## config.mk

```make
export PLATFORM = sky130hd
export DESIGN_NAME = serial_adder_ctrl
export DESIGN_NICKNAME = d
export VERILOG_FILES = /design/src/rtl/serial_adder_pkg.sv /design/src/rtl/full_adder_slice.sv /design/src/rtl/halfAdder.sv /design/src/rtl/serial_adder_ctrl.sv
export SDC_FILE = /design/constraint.sdc
export NUM_CORES = 1
export LEC_CHECK = 0
export ABC_AREA = 0
export BUFFER_PORTS_ARGS = -buffer_cell sky130_fd_sc_hd__buf_2
export CORE_UTILIZATION = 35
export CTS_BUF_LIST = sky130_fd_sc_hd__clkbuf_16
export DETAILED_ROUTE_END_ITERATION = 10
export GPL_TIMING_DRIVEN = 0
export HOLD_SLACK_MARGIN = 0.05
export REMOVE_ABC_BUFFERS = 1
export SYNTH_ARGS = -nofsm -noshare
export SYNTH_HDL_FRONTEND = slang
export SYNTH_SLANG_ARGS = --single-unit
export TNS_END_PERCENT = 5
```

## constraint.sdc

```tcl
create_clock -name clk -period 1.9 [get_ports clk]
set_input_delay 0.095 -clock clk [delete_from_list [all_inputs] [get_ports clk]]
set_output_delay 0.095 -clock clk [all_outputs]
set_load 0.005 [all_outputs]
```

## src/rtl/serial_adder_pkg.sv

```systemverilog
// Shared types and helpers for the bit-serial adder controller.
package serial_adder_pkg;

  typedef enum logic [1:0] {
    S_IDLE = 2'd0,
    S_RUN  = 2'd1,
    S_DONE = 2'd2
  } state_t;

  // Smallest r with 2**r >= v; returns 0 for v <= 1.
  function automatic int unsigned clog2(input int unsigned v);
    int unsigned r;
    r = 0;
    for (int unsigned i = 0; i < 32; i++) begin
      if ((64'(1) << i) < 64'(v)) r = i + 1;
    end
    return r;
  endfunction

endpackage

```

## src/rtl/full_adder_slice.sv

```systemverilog
// One-bit full adder composed of two half-adder cells and an OR of their carries.
module full_adder_slice (
  input  logic a,
  input  logic b,
  input  logic ci,
  output logic s,
  output logic co
);

  logic s1;
  logic c1;
  logic c2;

  halfAdder u_ha0 (
    .a(a),
    .b(b),
    .s(s1),
    .c(c1)
  );

  halfAdder u_ha1 (
    .a(s1),
    .b(ci),
    .s(s),
    .c(c2)
  );

  assign co = c1 | c2;

endmodule

```

## src/rtl/halfAdder.sv

```systemverilog
// Single-bit half-adder cell shared across the datapath library.
module halfAdder (
  input  logic a,
  input  logic b,
  output logic s,
  output logic c
);

  assign s = a ^ b;
  assign c = a & b;

endmodule

```

## src/rtl/serial_adder_ctrl.sv

```systemverilog
// Bit-serial WIDTH-bit adder: start/done handshake around one full-adder slice,
// operands shifted LSB-first, running carry held in a flop.
module serial_adder_ctrl
  import serial_adder_pkg::*;
#(
  parameter int unsigned WIDTH = 8
) (
  input  logic             clk,
  input  logic             rst,
  input  logic             start,
  input  logic [WIDTH-1:0] a,
  input  logic [WIDTH-1:0] b,
  input  logic             cin,
  output logic             busy,
  output logic             done,
  output logic [WIDTH-1:0] sum,
  output logic             cout
);

  localparam int unsigned CW = (WIDTH > 1) ? clog2(WIDTH) : 1;

  state_t           state;
  state_t           state_next;
  logic [WIDTH-1:0] sh_a;
  logic [WIDTH-1:0] sh_b;
  logic [WIDTH-1:0] sum_shift;
  logic [CW-1:0]    cnt;
  logic             carry;
  logic             slice_s;
  logic             slice_co;
  logic             last_bit;

  full_adder_slice u_slice (
    .a (sh_a[0]),
    .b (sh_b[0]),
    .ci(carry),
    .s (slice_s),
    .co(slice_co)
  );

  assign last_bit = (cnt == CW'(WIDTH - 1));

  // New slice bit enters at the MSB so that after WIDTH shifts bit 0 sits at sum[0].
  always_comb begin
    sum_shift            = sum >> 1;
    sum_shift[WIDTH-1]   = slice_s;
  end

  always_comb begin
    state_next = state;
    case (state)
      S_IDLE:  if (start) state_next = S_RUN;
      S_RUN:   if (last_bit) state_next = S_DONE;
      S_DONE:  state_next = S_IDLE;
      default: state_next = S_IDLE;
    endcase
  end

  always_ff @(posedge clk) begin
    if (rst) state <= S_IDLE;
    else     state <= state_next;
  end

  always_ff @(posedge clk) begin
    if (rst) begin
      sh_a  <= '0;
      sh_b  <= '0;
      cnt   <= '0;
      carry <= 1'b0;
      sum   <= '0;
      cout  <= 1'b0;
    end else begin
      case (state)
        S_IDLE: begin
          if (start) begin
            sh_a  <= a;
            sh_b  <= b;
            carry <= cin;
            cnt   <= '0;
            sum   <= '0;
            cout  <= 1'b0;
          end
        end
        S_RUN: begin
          sh_a  <= sh_a >> 1;
          sh_b  <= sh_b >> 1;
          carry <= slice_co;
          sum   <= sum_shift;
          cnt   <= cnt + CW'(1);
          if (last_bit) cout <= slice_co;
        end
        default: ;
      endcase
    end
  end

  assign busy = (state == S_RUN);
  assign done = (state == S_DONE);

endmodule

```

==> results_dict.tcl <==
set metrics [dict create \
    number_of_enable_type_register_cells_in_the_synthesized_netlist 0 \
    cellLeakagePower_nw 0.721 \
    cts-hold-fix-buffers 0 \
    timing.critical_path.to_type "output port" \
    die_width_um 65.4 \
    gr-usage-all-layers_pct 13.8 \
    grt_antenna_before_repair 0 \
    clock_tree.htree_level_count 2 \
    route.final.wire_length_um 2530 \
    wl_met2_um 1170 \
    critPathLaunch "state[0]$_SDFFE_PP0P_" \
    timing.final.ws_setup_ns 0.249 \
    syn2layout_area_growth_pct 19.2 \
    preCtsSetupSlack_ns -0.124 \
    most-common-layout-cells "sky130_fd_sc_hd__dfxtp_1, sky130_fd_sc_hd__buf_2, sky130_fd_sc_hd__nor2_1" \
    insertedDiodeCount 0 \
    min_path_cells 3 \
    synth.lib_cells_used.distinct 25 \
    num_vias 1047 \
    routedLengthMet1_um 1140 \
    pin_count_of_the_biggest_net_entering_global_routing 32 \
    number_of_detailed_route_iterations_in_the_first_pass 3 \
    first_pass_grt_wire_length_um 4330 \
    rsz0062_at_grt "false" \
    timing.reg2reg.worst_path_depth 3 \
    power_per_cell_area_nw_per_um2 979 \
    timing.final.hold_violations 0 \
    ys.warnings.count 0 \
    route.met3.wl_um 163 \
    floorplan.die.height_um 65.4 \
    numClockSinks 31 \
    critical_path_arrival_ns 1.56 \
    synth-main-ff-cell "sky130_fd_sc_hd__dfxtp_1" \
    timing.critical_path.required_ns 1.80 \
    endpoint_of_the_worst_hold_path "sh_b[7]$_SDFFE_PP0P_" \
    cts_max_path_buffers 2 \
    outcome "finished clean" \
    peak_ir_drop_on_the_vdd_network_uv 437 \
    cts_tree "yes" \
    achievable-frequency_mhz 606 \
    syn-instance-count 136 \
    post-route-period-util_pct 86.9 \
    vias_in_the_first_global_route 1033 \
    floorplan.die_area_um2 4280 \
    worstReg2RegEnd "carry$_SDFFE_PP0P_" \
    synth-seq-cells 31 \
    critPathLaunchType "flop" \
    drcViolationCount 0 \
    avgViaCountPerCell 4.94 \
    worstPathMaxFanout 21 \
    core_region_area_um2 3770 \
    dr.first_iter.drc_count 29 \
    fin_setup_tns_ns 0 \
    clk_latency_ns 0.27 \
    worst-setup-path-type "flop to output port" \
    place.port_buffers 30 \
    period_minus_slack_ns 1.65 \
    top_layer_used "met4" \
    postRouteAntennaNets 0 \
    maxSlewViolCount 0 \
    number_of_buffers_added_by_the_clock_tree_synthesis_step 5 \
    hold_wc_path_type "input pin to flop" \
    cts.root.buffer_cell "sky130_fd_sc_hd__clkbuf_16" \
    post-cts-setup-buffer-count 0 \
    routedWlPerCell_um 11.9 \
    floorplan.initialDensity_pct 37.4 \
    ioPinCount 31 \
    worst-r2r-setup-slack_ns 0.31 \
    finClkSkew_ns 0.00595 \
    dpl.hpwl_um 1690 \
    max-slew-margin-rel_pct 48.6 \
    worstHoldStart "b[7]" \
    layout_cell_share_with_drive_strength_beyond_1_pct 32.9 \
    tightestPinTransition_ns 0.769 \
    async_reset_ff_share_pct 0 \
    number_of_max_cap_violations 0 \
    setup_viol 0 \
    place_congestion 0.736 \
    fin_nets 186 \
    critical_path.reg2reg.startpoint "state[0]$_SDFFE_PP0P_" \
    synth_area_um2 1410 \
    proportion_of_synthesized_chip_area_in_sequential_cells_pct 44.0 \
    n_fill_cell 371 \
    per_instance_average_area_after_synthesis_um2 10.4 \
    grt_remaining_overflow 0 \
    rows 22 \
    path_clk_slew_ns 0.05 \
]
[worst max path at each step]
stage	slack (ns)	cells past startpoint	endpoint
final	0.25	2	busy
after global routing	0.13	2	busy
after CTS	0.03	2	busy
after detailed placement	-0.12	3	cout$_SDFFE_PP0P_
after global placement	-0.08	3	cout$_SDFFE_PP0P_
after floorplan	0.22	3	cout$_SDFFE_PP0P_
[stage by stage]
step / total power, mW / hold slack, ns / util [%] / instance area, um2 / cells
5_1_grt: 1.73 / 0.117 / 44.5 / 1680 / 212
6_report: 1.64 / 0.104 / 44.5 / 1680 / 212
3_3_place_gp: 0.920 / 0.387 / 40.7 / 1540 / 204
4_1_cts: 1.67 / 0.100 / 44.4 / 1670 / 212
3_5_place_dp: 0.929 / 0.394 / 40.7 / 1540 / 204
2_1_floorplan: 0.863 / 0.160 / - / 1330 / 126
[routing by layer]
layer	global-route usage [%]	vias to the layer above
li1	-	538
met1	14.1	477
met2	23.5	25
met3	6.77	7
met4	6.52	0
met5	0	-
[final cells by class]
cell class	instances	area (um2)	share of cell area (%)
flip-flops and latches	31	622	37.0
well taps	48	60.1	3.58
clock buffers	5	125	7.45
clock inverters	3	12.5	0.745
multi-input cells	88	683	40.7
repair buffers	30	150	8.94
inverters	7	26.3	1.56
[sequential cells by signal (all words and copies together), names as in the netlist]
| name | count |
|---|---|
| carry | 1 |
| cnt | 3 |
| cout | 1 |
| sh_a | 8 |
| sh_b | 8 |
| state | 2 |
| sum | 8 |
[synthesized netlist by cell type, types with 4 or more instances]
cell type / count / area share (%)
sky130_fd_sc_hd__a211oi_2: 15 / 13
sky130_fd_sc_hd__a21oi_1: 4 / 1.4
sky130_fd_sc_hd__a22oi_1: 10 / 5.3
sky130_fd_sc_hd__buf_4: 4 / 2.1
sky130_fd_sc_hd__dfxtp_1: 31 / 44
sky130_fd_sc_hd__inv_1: 7 / 1.9
sky130_fd_sc_hd__mux2i_1: 15 / 11
sky130_fd_sc_hd__nor2_1: 28 / 7.5
[power breakdown]
| group | internal, mW | switching [mW] | leakage [nW] |
|---|---|---|---|
| sequential | 0.692 | 0.0343 | 0.255 |
| clock | 0.471 | 0.259 | 0.0762 |
| combinational | 0.0874 | 0.0994 | 0.390 |
| total | 1.25 | 0.393 | 0.721 |
[critical path: stages (launching register included)]
cell                      delay, ns
sky130_fd_sc_hd__dfxtp_2       0.67
sky130_fd_sc_hd__nor2b_4       0.43
sky130_fd_sc_hd__buf_2         0.18
[timing repair]
item                       4_1_cts  5_1_grt
resized for setup                1        1
gates cloned                     0        0
setup endpoints to repair       29        1
[logic make-up after synthesis]
logic type                 Yosys count  synth area share (%)
buffers and inverters               17                  7.82
muxes                               15                  10.7
adders and majority gates            3                  3.20
DFF                                 31                  44.1
AOI/OAI and AO/OA                   35                  23.6
and+or+nand+nor                     35                  10.7
(Power assumes the default switching activity.)
